==> src/rtl/map_arb_pkg.sv <==
// rtl/map_arb_pkg.sv - shared types and constants for the map ROM arbiter
package map_arb_pkg;

  typedef enum logic {
    CLI_X = 1'b0,
    CLI_Y = 1'b1
  } client_t;

  typedef enum logic [1:0] {
    S_IDLE  = 2'd0,
    S_SERVE = 2'd1,
    S_VIDEO = 2'd2
  } state_t;

  localparam int          ROM_LAT_DEF = 1;
  localparam logic [15:0] CNT_SAT     = 16'hFFFF;
  localparam logic [11:0] WAIT_SAT    = 12'hFFF;

endpackage

==> src/rtl/map_rom_arbiter_if.sv <==
// rtl/map_rom_arbiter_if.sv - video, probe and ROM signals of the map ROM arbiter
interface map_rom_arbiter_if #(
  parameter int ADDR_W = 16,
  parameter int DATA_W = 12
);
  logic              vid_active;
  logic [ADDR_W-1:0] vid_addr;
  logic [DATA_W-1:0] vid_rdata;
  logic              req_x;
  logic [ADDR_W-1:0] addr_x;
  logic              gnt_x;
  logic              rvalid_x;
  logic [DATA_W-1:0] rdata_x;
  logic              req_y;
  logic [ADDR_W-1:0] addr_y;
  logic              gnt_y;
  logic              rvalid_y;
  logic [DATA_W-1:0] rdata_y;
  logic [ADDR_W-1:0] rom_addr;
  logic [DATA_W-1:0] rom_rdata;

  modport slave (
    input  vid_active, vid_addr, req_x, addr_x, req_y, addr_y, rom_rdata,
    output vid_rdata, gnt_x, rvalid_x, rdata_x, gnt_y, rvalid_y, rdata_y, rom_addr
  );

  modport master (
    output vid_active, vid_addr, req_x, addr_x, req_y, addr_y, rom_rdata,
    input  vid_rdata, gnt_x, rvalid_x, rdata_x, gnt_y, rvalid_y, rdata_y, rom_addr
  );
endinterface

==> src/rtl/map_arb_rr.sv <==
// rtl/map_arb_rr.sv - combinational 2-way round-robin pick, o_gnt[0]=X, o_gnt[1]=Y
module map_arb_rr
  import map_arb_pkg::*;
(
  input  logic       i_elig_x,
  input  logic       i_elig_y,
  input  client_t    i_last,
  output logic [1:0] o_gnt
);

  always_comb begin
    o_gnt = 2'b00;
    if (i_elig_x && i_elig_y) begin
      if (i_last == CLI_X) o_gnt[1] = 1'b1;
      else                 o_gnt[0] = 1'b1;
    end else begin
      o_gnt[0] = i_elig_x;
      o_gnt[1] = i_elig_y;
    end
  end

endmodule

==> src/rtl/map_rom_arbiter.sv <==
// rtl/map_rom_arbiter.sv - shares the map ROM between video and two collision probes
// Optional MAP_ARB_STATS_EN adds grant counters and longest request-to-grant wait.
module map_rom_arbiter
  import map_arb_pkg::*;
#(
  parameter int ADDR_W  = 16,
  parameter int DATA_W  = 12,
  parameter int ROM_LAT = ROM_LAT_DEF
) (
  input  logic             clk,
  input  logic             rst_n,
  map_rom_arbiter_if.slave bus,
  output state_t           o_state
`ifdef MAP_ARB_STATS_EN
  ,
  output logic [15:0]      o_cnt_x,
  output logic [15:0]      o_cnt_y,
  output logic [11:0]      o_max_wait
`endif
);

  logic                        w_elig_x;
  logic                        w_elig_y;
  logic [1:0]                  w_pick;
  logic [1:0]                  w_gnt;
  logic [1:0]                  w_done;
  logic                        w_pick_en;
  state_t                      w_state_nxt;
  logic [DATA_W-1:0]           w_rom_rdata;

  logic                        r_busy_x;
  logic                        r_busy_y;
  client_t                     r_last;
  logic [ROM_LAT-1:0][1:0]     r_tag;
  logic                        r_gnt_x;
  logic                        r_gnt_y;
  logic                        r_rvalid_x;
  logic                        r_rvalid_y;
  logic [ADDR_W-1:0]           r_rom_addr;
  state_t                      r_state;

  // A busy client is masked so a request still held in its grant cycle is not re-granted.
  assign w_elig_x = bus.req_x & ~r_busy_x;
  assign w_elig_y = bus.req_y & ~r_busy_y;

  map_arb_rr u_rr (
    .i_elig_x (w_elig_x),
    .i_elig_y (w_elig_y),
    .i_last   (r_last),
    .o_gnt    (w_pick)
  );

  always_comb begin
    w_state_nxt = S_IDLE;
    if (bus.vid_active)  w_state_nxt = S_VIDEO;
    else if (|w_pick)    w_state_nxt = S_SERVE;
  end

  assign w_pick_en = (w_state_nxt == S_SERVE);
  assign w_gnt     = w_pick_en ? w_pick : 2'b00;
  assign w_done    = r_tag[ROM_LAT-1];

  always_ff @(posedge clk or negedge rst_n) begin
    if (!rst_n) begin
      r_state    <= S_IDLE;
      r_busy_x   <= 1'b0;
      r_busy_y   <= 1'b0;
      r_last     <= CLI_Y;
      r_tag      <= '0;
      r_gnt_x    <= 1'b0;
      r_gnt_y    <= 1'b0;
      r_rvalid_x <= 1'b0;
      r_rvalid_y <= 1'b0;
      r_rom_addr <= '0;
    end else begin
      r_state    <= w_state_nxt;
      r_gnt_x    <= w_gnt[0];
      r_gnt_y    <= w_gnt[1];
      r_rvalid_x <= w_done[0];
      r_rvalid_y <= w_done[1];
      r_busy_x   <= (r_busy_x & ~w_done[0]) | w_gnt[0];
      r_busy_y   <= (r_busy_y & ~w_done[1]) | w_gnt[1];
      // Tags follow the ROM pipeline, so video taking over mid-flight cannot lose a probe.
      r_tag[0]   <= w_gnt;
      for (int i = 1; i < ROM_LAT; i++) r_tag[i] <= r_tag[i-1];
      if (bus.vid_active)  r_rom_addr <= bus.vid_addr;
      else if (w_gnt[0])   r_rom_addr <= bus.addr_x;
      else if (w_gnt[1])   r_rom_addr <= bus.addr_y;
      if (w_gnt[0])        r_last <= CLI_X;
      else if (w_gnt[1])   r_last <= CLI_Y;
    end
  end

  assign w_rom_rdata  = bus.rom_rdata;
  assign bus.vid_rdata = w_rom_rdata;
  assign bus.rdata_x  = w_rom_rdata;
  assign bus.rdata_y  = w_rom_rdata;
  assign bus.rom_addr = r_rom_addr;
  assign bus.gnt_x    = r_gnt_x;
  assign bus.gnt_y    = r_gnt_y;
  assign bus.rvalid_x = r_rvalid_x;
  assign bus.rvalid_y = r_rvalid_y;
  assign o_state      = r_state;

`ifdef MAP_ARB_STATS_EN
  logic [15:0] r_cnt_x;
  logic [15:0] r_cnt_y;
  logic [11:0] r_wait_x;
  logic [11:0] r_wait_y;
  logic [11:0] r_max_wait;
  logic [11:0] w_fin_x;
  logic [11:0] w_fin_y;

  // Wait includes the grant decision cycle itself.
  assign w_fin_x = (r_wait_x == WAIT_SAT) ? WAIT_SAT : r_wait_x + 12'd1;
  assign w_fin_y = (r_wait_y == WAIT_SAT) ? WAIT_SAT : r_wait_y + 12'd1;

  always_ff @(posedge clk or negedge rst_n) begin
    if (!rst_n) begin
      r_cnt_x    <= '0;
      r_cnt_y    <= '0;
      r_wait_x   <= '0;
      r_wait_y   <= '0;
      r_max_wait <= '0;
    end else begin
      if (w_gnt[0] && r_cnt_x != CNT_SAT) r_cnt_x <= r_cnt_x + 16'd1;
      if (w_gnt[1] && r_cnt_y != CNT_SAT) r_cnt_y <= r_cnt_y + 16'd1;
      if (w_gnt[0])                                   r_wait_x <= '0;
      else if (bus.req_x && r_wait_x != WAIT_SAT)     r_wait_x <= r_wait_x + 12'd1;
      if (w_gnt[1])                                   r_wait_y <= '0;
      else if (bus.req_y && r_wait_y != WAIT_SAT)     r_wait_y <= r_wait_y + 12'd1;
      if (w_gnt[0] && w_fin_x > r_max_wait)           r_max_wait <= w_fin_x;
      else if (w_gnt[1] && w_fin_y > r_max_wait)      r_max_wait <= w_fin_y;
    end
  end

  assign o_cnt_x    = r_cnt_x;
  assign o_cnt_y    = r_cnt_y;
  assign o_max_wait = r_max_wait;
`endif

endmodule

==> src/flat_wrapper.sv <==
// flat-port wrapper written by rule: the top's interface ports become plain ports
module map_rom_arbiter_flat import map_arb_pkg::*;
#(
  parameter int ADDR_W  = 16,
  parameter int DATA_W  = 12,
  parameter int ROM_LAT = ROM_LAT_DEF
)
  (clk, rst_n, o_state, bus_vid_active, bus_vid_addr, bus_req_x, bus_addr_x, bus_req_y, bus_addr_y, bus_rom_rdata, bus_vid_rdata, bus_gnt_x, bus_rvalid_x, bus_rdata_x, bus_gnt_y, bus_rvalid_y, bus_rdata_y, bus_rom_addr);
  map_rom_arbiter_if #(.ADDR_W(ADDR_W), .DATA_W(DATA_W)) bus_i ();
  input  logic clk;
  input  logic rst_n;
  output state_t o_state;
  input wire logic [$bits(bus_i.vid_active)-1:0] bus_vid_active;
  input wire logic [$bits(bus_i.vid_addr)-1:0] bus_vid_addr;
  input wire logic [$bits(bus_i.req_x)-1:0] bus_req_x;
  input wire logic [$bits(bus_i.addr_x)-1:0] bus_addr_x;
  input wire logic [$bits(bus_i.req_y)-1:0] bus_req_y;
  input wire logic [$bits(bus_i.addr_y)-1:0] bus_addr_y;
  input wire logic [$bits(bus_i.rom_rdata)-1:0] bus_rom_rdata;
  output wire logic [$bits(bus_i.vid_rdata)-1:0] bus_vid_rdata;
  output wire logic [$bits(bus_i.gnt_x)-1:0] bus_gnt_x;
  output wire logic [$bits(bus_i.rvalid_x)-1:0] bus_rvalid_x;
  output wire logic [$bits(bus_i.rdata_x)-1:0] bus_rdata_x;
  output wire logic [$bits(bus_i.gnt_y)-1:0] bus_gnt_y;
  output wire logic [$bits(bus_i.rvalid_y)-1:0] bus_rvalid_y;
  output wire logic [$bits(bus_i.rdata_y)-1:0] bus_rdata_y;
  output wire logic [$bits(bus_i.rom_addr)-1:0] bus_rom_addr;
  assign bus_i.vid_active = bus_vid_active;
  assign bus_i.vid_addr = bus_vid_addr;
  assign bus_i.req_x = bus_req_x;
  assign bus_i.addr_x = bus_addr_x;
  assign bus_i.req_y = bus_req_y;
  assign bus_i.addr_y = bus_addr_y;
  assign bus_i.rom_rdata = bus_rom_rdata;
  assign bus_vid_rdata = bus_i.vid_rdata;
  assign bus_gnt_x = bus_i.gnt_x;
  assign bus_rvalid_x = bus_i.rvalid_x;
  assign bus_rdata_x = bus_i.rdata_x;
  assign bus_gnt_y = bus_i.gnt_y;
  assign bus_rvalid_y = bus_i.rvalid_y;
  assign bus_rdata_y = bus_i.rdata_y;
  assign bus_rom_addr = bus_i.rom_addr;
  map_rom_arbiter #(.ADDR_W(ADDR_W), .DATA_W(DATA_W), .ROM_LAT(ROM_LAT)) u_core (.clk(clk), .rst_n(rst_n), .bus(bus_i), .o_state(o_state));
endmodule
==> config.mk <==
export PLATFORM = sky130hd
export DESIGN_NAME = map_rom_arbiter_flat
export DESIGN_NICKNAME = d
export VERILOG_FILES = /design/src/rtl/map_arb_pkg.sv /design/src/rtl/map_rom_arbiter_if.sv /design/src/rtl/map_arb_rr.sv /design/src/rtl/map_rom_arbiter.sv /design/src/flat_wrapper.sv
export SDC_FILE = /design/constraint.sdc
export NUM_CORES = 1
export LEC_CHECK = 0
export ABC_AREA = 0
export BUFFER_PORTS_ARGS = -buffer_cell sky130_fd_sc_hd__buf_2
export CORE_MARGIN = 8
export CORE_UTILIZATION = 41
export CTS_CLUSTER_SIZE = 8
export DETAILED_ROUTE_END_ITERATION = 8
export PLACE_DENSITY = 0.88
export SKIP_LAST_GASP = 1
export SLEW_MARGIN = 25
export SYNTH_ARGS = -nofsm -noshare
export SYNTH_HDL_FRONTEND = slang
export SYNTH_SLANG_ARGS = --single-unit
export TNS_END_PERCENT = 10
==> constraint.sdc <==
create_clock -name clk -period 1.9 [get_ports clk]
set_input_delay 0.095 -clock clk [delete_from_list [all_inputs] [get_ports clk]]
set_output_delay 0.095 -clock clk [all_outputs]
set_load 0.02 [all_outputs]
==> impl_metrics.json <==
{
  "outcome": "finished clean",
  "synth.area.mux_share_pct": 0,
  "synthTopCellsByArea": "dfrtp_1 35%, buf_4 17%, o311ai_2 8.5%",
  "use_met1_pct": 16.82,
  "critPathArrivalTime_ns": 1.74,
  "total_power_mw": 1.992,
  "syn_area_um2": 1718,
  "synth_compound_area_share_pct": 21.27,
  "drc_errors": 0,
  "layout_min_cycle_time_ns": 1.594,
  "synth.most_common_cell": "buf_4",
  "area_delta_synth_final_pct": 10.27,
  "drive_gt1_share_pct": 52.43,
  "clk_pin_slew_ns": 0.09,
  "slew_headroom_pct": 51.50,
  "finalHoldViolCount": 0,
  "synthAdderAreaFrac_pct": 0,
  "firstDrtPassIters": 4,
  "end_kind": "flip-flop",
  "drtIter0Drc": 65,
  "pre_cts_slack_ns": 0.1020,
  "clock_path_buffers": 2,
  "yosysWarningCount": 0,
  "finalSetupViolCount": 0,
  "antenna_found_initial": 0,
  "path_cells": "or3b_1, buf_4, a21oi_1, o311ai_1",
  "start_util_pct": 42.64,
  "cp-start-kind": "flip-flop",
  "dpl_cell_area_um2": 1829,
  "netlist_instances": 171,
  "grt_usage_pct": 13.63,
  "worstMarginPinSlew_ns": 0.7267,
  "fmax_mhz": 627.5,
  "synth_seq_cells": 25,
  "synth_common_cells": "38 x buf_4, 24 x dfrtp_1, 17 x nand2_1",
  "whs_ns": 0.03204,
  "io_pins": 123,
  "fin_ws_ns": 0.3064,
  "yosysTopAreaCell": "dfrtp_1",
  "first_global_vias": 1484,
  "postCtsSetupBuffers": 0,
  "overflow": 0,
  "ys_types": 24,
  "cts_root_buffer": "clkbuf_8",
  "hp-class": "in2reg",
  "yosysSeqAreaShare_pct": 36.49,
  "syn_nets": 236,
  "synth_xor_area_share_pct": 0,
  "instances_no_fill": 256,
  "async_flop_share_pct": 100.0,
  "grt_max_degree": 26,
  "via_per_inst": 5.402,
  "num_antenna_cells": 0,
  "critPathSlowestCell": "or3b_1",
  "clk_latency_ns": 0.27,
  "cts_made_buffers": 3,
  "wire_per_inst_um": 18.01,
  "cts_resized": 0,
  "cp_top_family": "simple AND/OR/NAND/NOR gates",
  "placedCellCount": 251,
  "io_buffers": 74,
  "finalMaxSlewViolations": 0,
  "tns_ns": 0,
  "vdd_drop_max_mv": 0.4306,
  "die-area_um2": 6517,
  "detail-route-antenna-nets": 0,
  "cpPeakStageDelay_ns": 0.51,
  "grt_first_pass_wirelength_mm": 7.100,
  "gr-usage-met2_pct": 22.77,
  "grt_util_met3_pct": 3.091,
  "clock_skew_ns": 0.003590,
  "synth.avg_cell_area_um2": 10.05,
  "power_leakage_nw": 0.8827,
  "yosys.area_share.simple_pct": 19.59,
  "synth_top_cell_area_share_pct": 34.96,
  "die_w_um": 80.73,
  "cts_sinks": 25,
  "fin_util_pct": 47.02,
  "rsz0062_at_grt": "false",
  "place_congestion": 0.7715,
  "synth_edf_count": 0,
  "core_area_um2": 4029,
  "crit_fanout": 7,
  "final_area_um2": 1894,
  "crit_buf_inv": 1,
  "top_usage_layer": "met2",
  "cts_tree": "yes",
  "wirelength_mm": 4.611,
  "fp-row-count": 23,
  "vias": 1383,
  "timing.final.crit_share_pct": 83.87,
  "cellPowerDensity_nw_per_um2": 1051,
  "synth_top_family_by_area": "buffers and inverters",
  "htreeDepth": 1,
  "maxCapViolations": 0,
  "die_height_um": 80.73,
  "nets": 272,
  "crit_type": "reg2reg",
  "synth_flop_cell": "dfrtp_1",
  "critPathRequiredTime_ns": 2.04
}
[state kept, by name, indices dropped and copies added (netlist names)]
name,flops
u_core.bus.gnt_y,1
u_core.r_busy_x,1
u_core.bus.rvalid_y,1
u_core.r_last,1
u_core.bus.rvalid_x,1
u_core.r_tag,1
u_core.o_state,2
u_core.r_busy_y,1
u_core.bus.rom_addr,16
[final cells by class]
class | count | area [µm²]
sequential | 25 | 626.9
inverter | 4 | 15.01
multi-input combinational | 91 | 708.2
timing repair buffer | 82 | 432.9
fill | 388 | 2135
clock buffer | 3 | 41.29
clock inverter | 1 | 7.507
tap | 50 | 62.56
[final timing paths]
kind	from	endpoint	slack, ns	cells past startpoint
setup / recovery	u_core.r_busy_y	u_core.bus.rom_addr[15]	0.31	4
hold / removal	bus_vid_addr[11]	u_core.bus.rom_addr[11]	0.03	3
setup reg to reg	u_core.r_busy_y	u_core.bus.rom_addr[15]	0.31	4
hold reg to reg	u_core.bus.gnt_y	u_core.bus.rvalid_y	0.41	0
max in group asynchronous	rst_n	u_core.bus.rom_addr[8]	1.19	2
min in group asynchronous	rst_n	u_core.o_state[1]	0.34	2
[cell usage in the layout (no fill, tap or decap), drive strengths merged]
master / netlist / layout
clkbuf: 6 / 3
nand2: 17 / 17
a311oi: 1 / 1
nor3: 16 / 16
buf: 45 / 81
a21oi: 16 / 16
nor3b: 2 / 2
dlygate4sd3: 0 / 1
o21a: 1 / 1
o311ai: 16 / 16
a21o: 2 / 2
clkinvlp: 0 / 1
inv: 4 / 4
o21ai: 1 / 1
nand4b: 16 / 16
dfstp: 1 / 1
or3b: 1 / 1
nand2b: 2 / 2
dfrtp: 24 / 24
[power breakdown]
| part | switching (mW) | total (mW) | internal (mW) | leakage [nW] |
|---|---|---|---|---|
| registers | 0.0947 | 0.773 | 0.679 | 0.307 |
| clock network | 0.180 | 0.329 | 0.149 | 0.0217 |
| logic | 0.549 | 0.890 | 0.341 | 0.554 |
| total | 0.823 | 1.99 | 1.17 | 0.883 |
[cells by family (layout without fill, tap and decap cells)]
family / Yosys count / count (layout)
buffers and inverters: 55 / 90
and+or+nand+nor: 54 / 54
DFF: 25 / 25
AOI/OAI and AO/OA: 37 / 37
[per-layer routing]
metal | vias up | wire length [µm]
met5 | - | 0
met4 | 0 | 69
met3 | 7 | 497
met2 | 67 | 2274
met1 | 656 | 1769
li1 | 653 | -
[worst reg2reg max path: cells and delay by family (launching register included)]
family | cells | cell delay [ns]
compound gates | 2 | 0.30
buf+inv | 1 | 0.23
flops | 1 | 0.43
simple gates | 1 | 0.51
[what timing repair did]
item	4_1_cts	5_1_grt
hold buffers	1	0
hold endpoints to repair	24	0
setup endpoints to repair	0	0
Power figures use the tool's default switching activity.
